`src/rtl/dmem_ctrl.sv`:
```
// -----------------------------------------------------------------------------
// dmem_ctrl
//   Data-memory controller between the multicycle CPU data port and a
//   word-wide single-port synchronous RAM without byte enables.
//   - Word stores go straight to the RAM.
//   - Byte/halfword stores are done as read-modify-write.
//   - Byte/halfword loads are right-aligned and zero-extended.
//   - Misaligned, out-of-range and reserved-format accesses are rejected
//     with addr_err alongside the ready pulse, without touching the RAM.
//
// Ports
//   clk        : system clock, rising edge
//   rst        : asynchronous active-high reset
//   data_addr  : CPU byte address
//   w_data     : CPU store data (low byte/half used for sub-word stores)
//   dmem_w     : store request, held until ready
//   dmem_r     : load request, held until ready (dmem_w wins if both high)
//   fmt        : 00 word, 01 halfword, 10 byte, 11 reserved
//   rdata      : right-aligned, zero-extended load data
//   ready      : one-cycle completion pulse
//   addr_err   : high with ready when the access was rejected
//   ram_addr   : RAM word address
//   ram_wdata  : RAM write data
//   ram_we     : RAM write strobe
//   ram_re     : RAM read strobe
//   ram_rdata  : RAM read data, valid the cycle after ram_re
// -----------------------------------------------------------------------------
module dmem_ctrl #(
    parameter int          ADDR_WIDTH = 11,
    parameter logic [31:0] BASE_ADDR  = 32'h1001_0000
) (
    input  logic                  clk,
    input  logic                  rst,
    input  logic [31:0]           data_addr,
    input  logic [31:0]           w_data,
    input  logic                  dmem_w,
    input  logic                  dmem_r,
    input  logic [1:0]            fmt,
    output logic [31:0]           rdata,
    output logic                  ready,
    output logic                  addr_err,
    output logic [ADDR_WIDTH-1:0] ram_addr,
    output logic [31:0]           ram_wdata,
    output logic                  ram_we,
    output logic                  ram_re,
    input  logic [31:0]           ram_rdata
);

    localparam logic [2:0] S_IDLE = 3'd0;
    localparam logic [2:0] S_RD   = 3'd1;
    localparam logic [2:0] S_WAIT = 3'd2;
    localparam logic [2:0] S_WR   = 3'd3;
    localparam logic [2:0] S_DONE = 3'd4;

    localparam logic [1:0] FMT_WORD = 2'b00;
    localparam logic [1:0] FMT_HALF = 2'b01;
    localparam logic [1:0] FMT_BYTE = 2'b10;

    logic [2:0]            r_state;
    logic [1:0]            r_fmt;
    logic [1:0]            r_lane;
    logic [31:0]           r_wdata;
    logic                  r_is_wr;
    logic [31:0]           r_rdata;
    logic                  r_ready;
    logic                  r_addr_err;
    logic [ADDR_WIDTH-1:0] r_ram_addr;
    logic [31:0]           r_ram_wdata;
    logic                  r_ram_we;
    logic                  r_ram_re;

    // Address decode on the live request (only used in IDLE).
    // The subtraction wraps, so addresses below the base land far above
    // the RAM size and fall out through the range check.
    logic [31:0]           w_offset;
    logic [1:0]            w_lane;
    logic [ADDR_WIDTH-1:0] w_widx;
    logic                  w_range_err;
    logic                  w_err;
    logic                  w_req;

    assign w_offset    = data_addr - BASE_ADDR;
    assign w_lane      = w_offset[1:0];
    assign w_widx      = w_offset[ADDR_WIDTH+1:2];
    assign w_range_err = |w_offset[31:ADDR_WIDTH+2];
    assign w_req       = dmem_w | dmem_r;
    assign w_err       = w_range_err
                       || (fmt == 2'b11)
                       || (fmt == FMT_WORD && w_lane != 2'b00)
                       || (fmt == FMT_HALF && w_lane[0]);

    // Load alignment of the word returned by the RAM.
    logic [31:0] w_load_data;
    always_comb begin
        w_load_data = ram_rdata;
        case (r_fmt)
            FMT_BYTE: w_load_data = {24'b0, ram_rdata[8*r_lane +: 8]};
            FMT_HALF: w_load_data = r_lane[1] ? {16'b0, ram_rdata[31:16]}
                                              : {16'b0, ram_rdata[15:0]};
            default:  w_load_data = ram_rdata;
        endcase
    end

    // Per-lane merge for sub-word stores. A lane is replaced when it is the
    // addressed byte, or when it belongs to the addressed halfword; the upper
    // byte of a halfword takes w_data[15:8].
    logic [31:0] w_merge_data;
    genvar gi;
    generate
        for (gi = 0; gi < 4; gi++) begin : g_merge
            localparam logic [1:0] LANE = 2'(gi);
            logic       w_hit;
            logic [7:0] w_src;
            assign w_hit = (r_fmt == FMT_BYTE && r_lane == LANE)
                        || (r_fmt == FMT_HALF && r_lane[1] == LANE[1]);
            assign w_src = (r_fmt == FMT_HALF && LANE[0]) ? r_wdata[15:8]
                                                         : r_wdata[7:0];
            assign w_merge_data[8*gi +: 8] = w_hit ? w_src : ram_rdata[8*gi +: 8];
        end
    endgenerate

    always_ff @(posedge clk or posedge rst) begin
        if (rst) begin
            r_state     <= S_IDLE;
            r_fmt       <= 2'b00;
            r_lane      <= 2'b00;
            r_wdata     <= 32'b0;
            r_is_wr     <= 1'b0;
            r_rdata     <= 32'b0;
            r_ready     <= 1'b0;
            r_addr_err  <= 1'b0;
            r_ram_addr  <= '0;
            r_ram_wdata <= 32'b0;
            r_ram_we    <= 1'b0;
            r_ram_re    <= 1'b0;
        end else begin
            // Strobes and status are single-cycle pulses by default.
            r_ready    <= 1'b0;
            r_addr_err <= 1'b0;
            r_ram_we   <= 1'b0;
            r_ram_re   <= 1'b0;
            case (r_state)
                S_IDLE: begin
                    if (w_req) begin
                        r_is_wr <= dmem_w;
                        r_fmt   <= fmt;
                        r_lane  <= w_lane;
                        r_wdata <= w_data;
                        if (w_err) begin
                            r_addr_err <= 1'b1;
                            r_ready    <= 1'b1;
                            r_state    <= S_DONE;
                        end else begin
                            r_ram_addr <= w_widx;
                            if (dmem_w && fmt == FMT_WORD) begin
                                r_ram_we    <= 1'b1;
                                r_ram_wdata <= w_data;
                                r_state     <= S_WR;
                            end else begin
                                // Loads and sub-word stores both start with a read.
                                r_ram_re <= 1'b1;
                                r_state  <= S_RD;
                            end
                        end
                    end
                end
                S_RD: begin
                    r_state <= S_WAIT;
                end
                S_WAIT: begin
                    if (r_is_wr) begin
                        r_ram_wdata <= w_merge_data;
                        r_ram_we    <= 1'b1;
                        r_state     <= S_WR;
                    end else begin
                        r_rdata <= w_load_data;
                        r_ready <= 1'b1;
                        r_state <= S_DONE;
                    end
                end
                S_WR: begin
                    r_ready <= 1'b1;
                    r_state <= S_DONE;
                end
                S_DONE: begin
                    r_state <= S_IDLE;
                end
                default: begin
                    r_state <= S_IDLE;
                end
            endcase
        end
    end

    assign rdata     = r_rdata;
    assign ready     = r_ready;
    assign addr_err  = r_addr_err;
    assign ram_addr  = r_ram_addr;
    assign ram_wdata = r_ram_wdata;
    assign ram_we    = r_ram_we;
    assign ram_re    = r_ram_re;

endmodule

```
`config.mk`:
```
export PLATFORM = sky130hd
export DESIGN_NAME = dmem_ctrl
export DESIGN_NICKNAME = d
export VERILOG_FILES = /design/src/rtl/dmem_ctrl.sv
export SDC_FILE = /design/constraint.sdc
export NUM_CORES = 1
export LEC_CHECK = 0
export ABC_AREA = 1
export CORE_MARGIN = 4
export CORE_UTILIZATION = 50
export DETAILED_ROUTE_END_ITERATION = 10
export PLACE_DENSITY = 0.86
export RECOVER_POWER = 50
export SETUP_SLACK_MARGIN = 0.05
export SYNTH_ARGS = -nofsm -noshare
export SYNTH_HDL_FRONTEND = slang
export SYNTH_SLANG_ARGS = --single-unit
```
`constraint.sdc`:
```
create_clock -name clk -period 4.75 [get_ports clk]
set_input_delay 0.475 -clock clk [delete_from_list [all_inputs] [get_ports clk]]
set_output_delay 0.475 -clock clk [all_outputs]
set_load 0.01 [all_outputs]
```
==> results by stage, run 1 <==
STA:
- The max-slew violation total from the final report is slightly above 70.
- Once routing completed, OpenROAD measured the worst setup slack at 1.248 ns.
- Measured against its own limit, the worst slew margin works out to -1.044.
- Setup repair after global routing left no endpoint under its margin.
- In the final timing run, aggregate negative setup slack is 0 ns.
- Of the available clock period, the critical path in the final layout requires 0.7372.
- The number of hold violations in the final report was 0.
- The transition time of the tightest slew-check pin is 3.049 ns.
- The clock tree skew after final layout is 0.02747 ns.
- The count of endpoints failing setup in the final report is 0.
- The maximum clock rate is 285.6 MHz.
- The minimum period implied by the final worst setup slack is 3.502 ns.

Yosys:
- The area of the mapped netlist is approximately 0.0055 mm2.
- The number of nets in the synthesized netlist is 856.
- The mean cell area of the mapped netlist is roughly 7.3 um2.
- The most used flip-flop cell after synthesis is sky130_fd_sc_hd__dfrtp_1.
- The number of unique standard cell types used by synthesis is 29.
- The number of synthesized flops with an enable pin is 0.
- Summed over all instances, the cell type with the most area after synthesis is sky130_fd_sc_hd__dfrtp_1.
- The count of mapped cells out of synthesis is 751.
- Counting instances in the post-synthesis netlist gives the leading cell types as sky130_fd_sc_hd__nand2_1 (249), sky130_fd_sc_hd__dfrtp_1 (103), sky130_fd_sc_hd__o21ai_0 (83).
- The fraction of the yosys area taken by sequential cells is 0.4683.
- By area the synthesized netlist is led by sky130_fd_sc_hd__dfrtp_1 (47%), sky130_fd_sc_hd__nand2_1 (17%), sky130_fd_sc_hd__o21ai_0 (7.5%).
- The fraction of registers with async set or reset after synthesis is 1.000.
- The most common cell in the synthesized netlist is sky130_fd_sc_hd__nand2_1.
- The share of synthesized area in the top cell type comes to 0.4683.
- The flip-flop and latch count after synthesis is 103.
- The number of warnings printed during yosys synthesis is 0.

Setup path:
- The largest fanout of any net on the critical path is 31.
- The signal on the critical path passes through nor2_1 -> clkinv_1 -> nor2_1 -> inv_1 -> nor2_1 -> clkbuf_1 -> inv_1 -> nor2_2 -> nand2_1 -> nand2_1.
- The reg-to-reg endpoint is ram_addr[9].
- On the critical path the largest part of the delay comes from buffers and inverters.
- The critical path in this run is classified as reg -> reg.
- Data arrives at the worst endpoint at 3.81 ns.
- The startpoint type of the worst setup path is a flip-flop.
- The launching point of the worst reg2reg path is r_state[0].
- The number of buffer and inverter stages on the critical path is 4.
- STA classifies the critical path endpoint as a flip-flop.
- The worst reg-to-reg path cell count is 10.
- The library cell appearing most often on the critical path is sky130_fd_sc_hd__nor2_1.
- The cell at the slowest stage of the critical path is sky130_fd_sc_hd__clkbuf_1.
- At the worst endpoint, the required time is roughly 5 ns.
- The minimum setup slack among reg-to-reg paths is roughly 1.2 ns.
- In this design, the stage delay of the slowest critical-path cell is 0.91 ns.

Floorplanning:
- The full die area is 0.01275 mm2.
- After floorplanning, the core was divided into 38 placement rows.
- The total I/O pin count is 181.
- The floorplan step set the die height to 112.9 um.
- After floorplanning, the core was sized to cover 0.01079 mm2.
- The initial utilization of the core area, before any placement, comes to 0.5100.
- The die extent in x is 112.9 um.

Routing:
- The detailed router placed 5,827 vias in this run.
- The violation count after the first detailed-route iteration is about 660.
- The count of nets left with antenna violations once routing finished came out at 0.
- After detailed routing, the number of vias per cell comes to approximately 5.5.
- The routed length per instance is 16.98 um.
- The sum of routed wire length over all layers is 17,930 um.
- After detailed routing, the number of remaining DRC violations is 0.
- The first detailed-routing pass ran for 7 iterations.

Place:
- The sum of net half-perimeters after detailed placement is between 10,000 and 15,000 um.
- The weighted congestion at the end of routability-driven global placement is ~0.94.
- In this run, placement finished with an instance count of approximately 1,000.
- The worst slack after detailed placement is roughly 1.6 ns.
- Port buffering added 180 buffers.

Global routing:
- The total overflow left after global routing is 0.
- The overall routing resource usage is 0.2817.
- The first global-routing pass estimated 28,350 um of wire.
- The number of global-route vias before repair is 5,537.
- The initial antenna violation count came to 1.
- Entering global routing, the biggest net connects 71 pins.

Pwr:
- Summed over all cells, the static leakage comes to 0.003757 uW.
- The worst-case IR drop observed on VDD is 161.3 uV.
- The total power is 1926 uW.
- For this design the ratio of total power to cell area is ~260 mW/mm2.

Clock network:
- The number of gates resized after cts is 0.
- The maximum count of clock buffers along a single path is 2.
- TritonCTS built the clock tree.
- The number of hold buffers added after CTS was 0.
- The number of post-CTS setup repair buffers is 0.
- The clock latency reported for the late side of the worst-skew pair is 0.39 ns.
- The clock slew seen by the registers of the worst setup and hold paths is ~0.10 ns.
- The clock tree synthesis step divided the H-tree into 3 levels.
- The number of buffers created by CTS is 9.
- CTS saw a little over 100 sinks.
- The cell sitting at the root of the clock tree is a sky130_fd_sc_hd__clkbuf_8.

Finish:
- The post-layout instance count excluding filler cells is 1,056.
- The fraction of layout cells with a size suffix above 1 is 0.04153.
- The sequential standard cell area is 0.002577 mm2.
- The layout overhead on the synthesized area is 37.08%.
- Fill cells in the final layout number slightly above 900.
- The area taken by multi-input logic gates is 0.002494 mm2.
- The number of nets in the finished design is roughly 1,000.

Hold path:
- In this run the worst hold path is classified as reg -> reg.
- The worst hold endpoint is ram_addr[3].
- In this run the most critical hold path is launched from ram_addr[3].
- The cell count of the worst hold path is 2.

Outcome:
- The checks that failed: max-capacitance violations, max-slew violations.
- The flow ran to the end, but the final reports show violations.

Job:
- The reported max-cap violation count is 1.
routing by layer:
| metal | routed length [um] | vias up | share of wire | GRT usage |
|---|---|---|---|---|
| li1 | - | 2759 | - | - |
| met1 | 7021 | 2636 | 0.39 | 0.3805 |
| met2 | 8261 | 370 | 0.46 | 0.4427 |
| met3 | 1839 | 62 | 0.10 | 0.04599 |
| met4 | 812 | 0 | 0.045 | 0.1386 |
| met5 | 0 | - | 0 | 0 |
cell usage in the layout, fill, tap and decap left out, drive strengths merged:
| cell | n |
|---|---|
| nor4 | 1 |
| clkbuf | 11 |
| a2bb2oi | 8 |
| nand4 | 1 |
| inv | 70 |
| o22ai | 16 |
| mux2i | 1 |
| clkinvlp | 1 |
| dlygate4sd3 | 63 |
| clkdlybuf4s50 | 117 |
| nand2 | 252 |
| nor3 | 3 |
| buf | 3 |
| o31ai | 16 |
| a21oi | 27 |
| dfrtp | 103 |
| clkinv | 4 |
| nand3 | 45 |
| nor2 | 76 |
| bufinv | 1 |
| xor2 | 1 |
| diode | 1 |
| a31oi | 1 |
| o21ai | 91 |
| ha | 3 |
worst min-delay path: stages (launching register included):
cell and delay [ns]:
sky130_fd_sc_hd__dfrtp_1 0.35, sky130_fd_sc_hd__o21ai_1 0.06, sky130_fd_sc_hd__nand2_1 0.05
kinds of logic after synthesis:
logic type / share of synthesized area
AOI/OAI and AO/OA: 0.1619
DFF: 0.4683
adders and majority gates: 0.006820
xor gates and xnor gates: 0.001592
muxes: 0.001819
and+or+nand+nor: 0.2810
buffers and inverters: 0.07865
layout make-up:
cell class,count,share of cell area
sequential,103,0.3416
timing repair buffer,184,0.2423
multi-input combinational,542,0.3305
antenna,1,0.0003317
tap,140,0.02322
clock inverter,6,0.01012
inverter,70,0.03499
clock buffer,10,0.01692
sequential cells by signal, indices dropped and copies added, names as in the netlist:
name,cells
r_wdata,16
r_is_wr,1
ram_wdata,32
addr_err,1
r_state,3
ready,1
ram_we,1
r_lane,2
r_fmt,2
rdata,32
ram_re,1
ram_addr,11
per-stage QoR:
stage	hold slack, ns	instance area [um2]	utilization
global route	0.5148	7545	0.6990
finish	0.4871	7545	0.6990
global placement	0.4640	7343	0.6804
floorplan	0.4528	5504	-
detailed placement	0.4721	7343	0.6804
CTS	0.4956	7547	0.6993
power by group:
| part | total [uW] | leakage, uW | switching, uW | internal [uW] |
|---|---|---|---|---|
| Clock | 577 | 0.000103 | 325 | 253 |
| Combinational | 403 | 0.00240 | 254 | 149 |
| Sequential | 946 | 0.00125 | 31.7 | 914 |
| Total | 1930 | 0.00376 | 610 | 1320 |
worst max-delay path by stage:
| stage | startpoint | to | slack, ns | depth (start not counted) |
|---|---|---|---|---|
| after floorplan | rst | addr_err | 1.57 | 1 |
| after global placement | data_addr[16] | ram_wdata[13] | 1.71 | 15 |
| after detailed placement | data_addr[16] | ram_wdata[3] | 1.62 | 15 |
| after CTS | data_addr[16] | ram_wdata[9] | 2.00 | 15 |
| after global routing | r_state[0] | ram_addr[6] | 0.91 | 10 |
| final | r_state[0] | ram_addr[9] | 1.25 | 10 |
Note: power is estimated with default switching activity, not from simulation.
==> run 2: changes to the inputs <==
--- a/config.mk
+++ b/config.mk
@@ -7,9 +7,9 @@
 export LEC_CHECK = 0
 export ABC_AREA = 1
 export CORE_MARGIN = 4
-export CORE_UTILIZATION = 50
+export CORE_UTILIZATION = 47
 export DETAILED_ROUTE_END_ITERATION = 10
-export PLACE_DENSITY = 0.86
+export PLACE_DENSITY = 0.82
 export RECOVER_POWER = 50
 export SETUP_SLACK_MARGIN = 0.05
 export SYNTH_ARGS = -nofsm -noshare
==> constraint.sdc (replaced) <==
create_clock -name clk -period 3.6 [get_ports clk]
set_input_delay 0.36 -clock clk [delete_from_list [all_inputs] [get_ports clk]]
set_output_delay 0.36 -clock clk [all_outputs]
set_load 0.01 [all_outputs]
==> run 2 against run 1 <==
The run still ends with max-capacitance violations, max-slew violations left. Sequential share of layout area fell by 0.61 points. Highest routed layer unchanged. Fmax rose by 32%. Non-clock buffer count rose by 3. Clock-buffer cell count did not move. Via count fell by 1.9%. Cell count rose by 0.47%. Hold slack got worse by 0.014 ns.
==> results by stage, run 2 (synthesized netlist as in run 1, its figures left out) <==
Routing:
- The total via count in the routed design is roughly 5,700.
- Using the TritonRoute via totals, the vias-per-cell ratio works out to 5.390.
- The count of nets left with antenna violations after detail routing is 0.
- The sum of routed wire length over all layers is around 17,000 um.
- The first-pass iteration count of the detailed router is 6.
- In the final routed layout, each cell accounts on average for between 15 and 20 um.
- The post-route DRC violation count is 0.
- The violation count after the first detailed-route iteration is 605.

Finish:
- The library cell used most frequently in the layout, excluding fill and tap cells, is sky130_fd_sc_hd__nand2_1.
- The number of antenna diodes in the final layout is 0.
- The layout overhead on the synthesized area is 39.58%.
- The fraction of layout cells with a size suffix above 1 is 0.04684.
- Leaving out fill and tap cells, the most frequent cells in the layout are sky130_fd_sc_hd__nand2_1 (249), sky130_fd_sc_hd__clkdlybuf4s50_1 (142), sky130_fd_sc_hd__dfrtp_1 (103), sky130_fd_sc_hd__o21ai_0 (83), sky130_fd_sc_hd__nor2_1 (66).
- The share of the core filled with cells is 0.6728.
- The number of nets in the finished design is 1,018.

Floorplanning:
- The floorplan step defined a die boundary enclosing 0.01351 mm2.
- The total I/O pin count is 181.
- The die extent in x is between 100 and 150 um.
- The placeable core region is 0.01142 mm2.
- The vertical die dimension is 116.2 um.
- The initial core utilization is 0.4820.
- After floorplanning, the core was divided into 39 placement rows.

Global routing:
- In the global route stage, overall resource usage came out at 0.2584.
- The wire length of the first global-routing pass is 27,000 um.
- The largest net degree at the start of global routing is 65.
- The total overflow left after global routing is 0.
- The initial antenna violation count was 0.
- The number of global-route vias before repair is 5,337.

STA:
- Timing would allow up to 377.1 MHz.
- The count of endpoints failing setup in the final report is 0.
- The max-slew violation total from the final report is 40.
- The aggregate negative setup slack is 0 ns.
- Setup repair after global routing left no endpoint under its margin.
- Hold timing on the final database bottoms out at a slack of between 0.4 and 0.5 ns.
- Headroom to the max-slew limit came out at -0.2561.
- In the finished design, the share of the clock period the worst path needs comes to 0.7367.
- The transition time of the tightest slew-check pin is 1.874 ns.
- The clock tree skew after final layout is approximately 0.0046 ns.
- The number of hold violations in the final report is 0.
- The minimum period implied by the final worst setup slack is 2.652 ns.

Pwr:
- The clock group share of total power is 0.357.
- The fraction of power consumed by combinational cells is 0.192.
- The share of total power dissipated in sequential elements is 0.451.
- The net switching component of the power is 813.0 uW.
- Of the total power, the share spent switching nets is 0.2939.
- The internal power component is about 2000 uW.
- The static power due to leakage is 0.003744 uW.
- The worst-case IR drop observed on VDD is 244.0 uV.
- Power spread over the standard cell area amounts to 360.1 mW/mm2.

Hold path:
- Counting instances, the worst hold path has a depth of 2.
- For hold timing, the worst endpoint is rdata[11].
- The start point of the worst hold path is rdata[11].
- The path type of the worst min-delay path is reg -> reg.

Setup path:
- The data required time at the worst endpoint is 3.82 ns.
- The worst register-to-register path begins at r_state[0].
- The data arrival time of the critical path is 2.87 ns.
- The type of the setup path with the least slack is reg -> reg.
- Walking the worst path, the cells encountered are nor2_1 -> clkinv_1 -> nor2_2 -> buf_4 -> inv_2 -> nor2_4 -> inv_2 -> a21oi_1 -> a2bb2oi_1.
- The critical path contains buffers and inverters numbering 4 combined.
- The minimum setup slack among reg-to-reg paths is 0.95 ns.
- In this design, the largest share of critical-path delay is due to buffers and inverters.
- Of all nets on the critical path, the largest fanout is 48.
- The cell that appears most often on the critical path is sky130_fd_sc_hd__inv_2.
- The startpoint type of the worst setup path is a flip-flop.
- The worst register-to-register path ends at rdata[3].
- The kind of capture point of the worst setup path is a flip-flop.
- The cell at the slowest stage of the critical path is sky130_fd_sc_hd__nor2_4.
- The worst reg-to-reg path cell count is 9.
- In this design, the stage delay of the slowest critical-path cell is 0.46 ns.

Clock network:
- After clock tree synthesis, the clock-pin slew on the worst setup and hold paths is 0.07 ns.
- TritonCTS built the clock tree.
- The number of gates resized after cts is 0.
- In this run the clock root is driven by a sky130_fd_sc_hd__clkbuf_16.
- CTS built an H-tree with a depth of 3.
- After clock tree synthesis, the setup repair step added 0 buffers.
- The number of buffers created by CTS is 9.
- In this run, post-CTS hold repair placed 0 buffers.
- The maximum count of clock buffers along a single path is 2.
- The clock latency reported for the late side of the worst-skew pair is 0.35 ns.
- The count of clock tree sinks is around 100.

Job:
- The reported max-cap violation count is 1.

Place:
- Buffers placed on the I/O ports in this run total 180.
- The sum of net half-perimeters after detailed placement is roughly 13,000 um.
- At the end of routability-driven placement, the weighted congestion stood at 0.9114.

Outcome:
- The flow ran to the end, but the final reports show violations.
- The final reports fail on max-capacitance violations, max-slew violations.
==> run 2: final cells by class <==
class | count | area (um2)
well taps | 143 | 178.9
inverters | 70 | 264.0
multi-input cells | 542 | 2496
fillers | 986 | 3736
clock inverters | 6 | 70.07
repair buffers | 187 | 1867
flip-flops and latches | 103 | 2577
clock buffers | 10 | 229.0
==> run 2: worst reg2reg max path: stages (launching register included) <==
cell and delay, ns:
sky130_fd_sc_hd__dfrtp_1 0.39, sky130_fd_sc_hd__nor2_1 0.11, sky130_fd_sc_hd__clkinv_1 0.09, sky130_fd_sc_hd__nor2_2 0.08, sky130_fd_sc_hd__buf_4 0.30, sky130_fd_sc_hd__inv_2 0.34
sky130_fd_sc_hd__nor2_4 0.46, sky130_fd_sc_hd__inv_2 0.41, sky130_fd_sc_hd__a21oi_1 0.26, sky130_fd_sc_hd__a2bb2oi_1 0.10
==> run 2: worst max path at each step <==
stage	start	endpoint	slack, ns	cells after the start
after floorplan	rst	addr_err	0.54	1
final	r_state[0]	rdata[3]	0.95	9
after global routing	r_state[0]	rdata[1]	0.68	9
after global placement	data_addr[16]	ram_addr[10]	0.95	15
after CTS	r_state[0]	rdata[2]	1.04	9
after detailed placement	data_addr[16]	ram_addr[2]	0.86	15
==> run 2: layer usage <==
| layer | vias to the layer above | global-route usage | part of all wire | routed length, um |
|---|---|---|---|---|
| met5 | - | 0 | 0 | 0 |
| met4 | 0 | 0.1114 | 0.037 | 641 |
| met3 | 41 | 0.04508 | 0.093 | 1618 |
| met2 | 284 | 0.4196 | 0.46 | 7952 |
| met1 | 2631 | 0.3424 | 0.41 | 7185 |
| li1 | 2763 | - | - | - |
==> run 2: power groups by stage <==
stage               logic, uW  registers, uW  clock network (uW)
floorplan                 288           1260                   0
global placement          519           1270                   0
detailed placement        523           1270                   0
CTS                       527           1250                 991
global route              589           1250                1040
finish                    531           1250                 989
==> run 2: per-stage QoR <==
| step | std cells | area [um2] | setup WS [ns] | total power (uW) |
|---|---|---|---|---|
| floorplan | 751 | 5504 | 0.5362 | 1543 |
| detailed placement | 1045 | 7385 | 0.8560 | 1790 |
| global route | 1061 | 7682 | 0.6839 | 2882 |
| finish | 1061 | 7682 | 0.9479 | 2766 |
| CTS | 1061 | 7684 | 1.045 | 2764 |
| global placement | 1045 | 7385 | 0.9498 | 1786 |
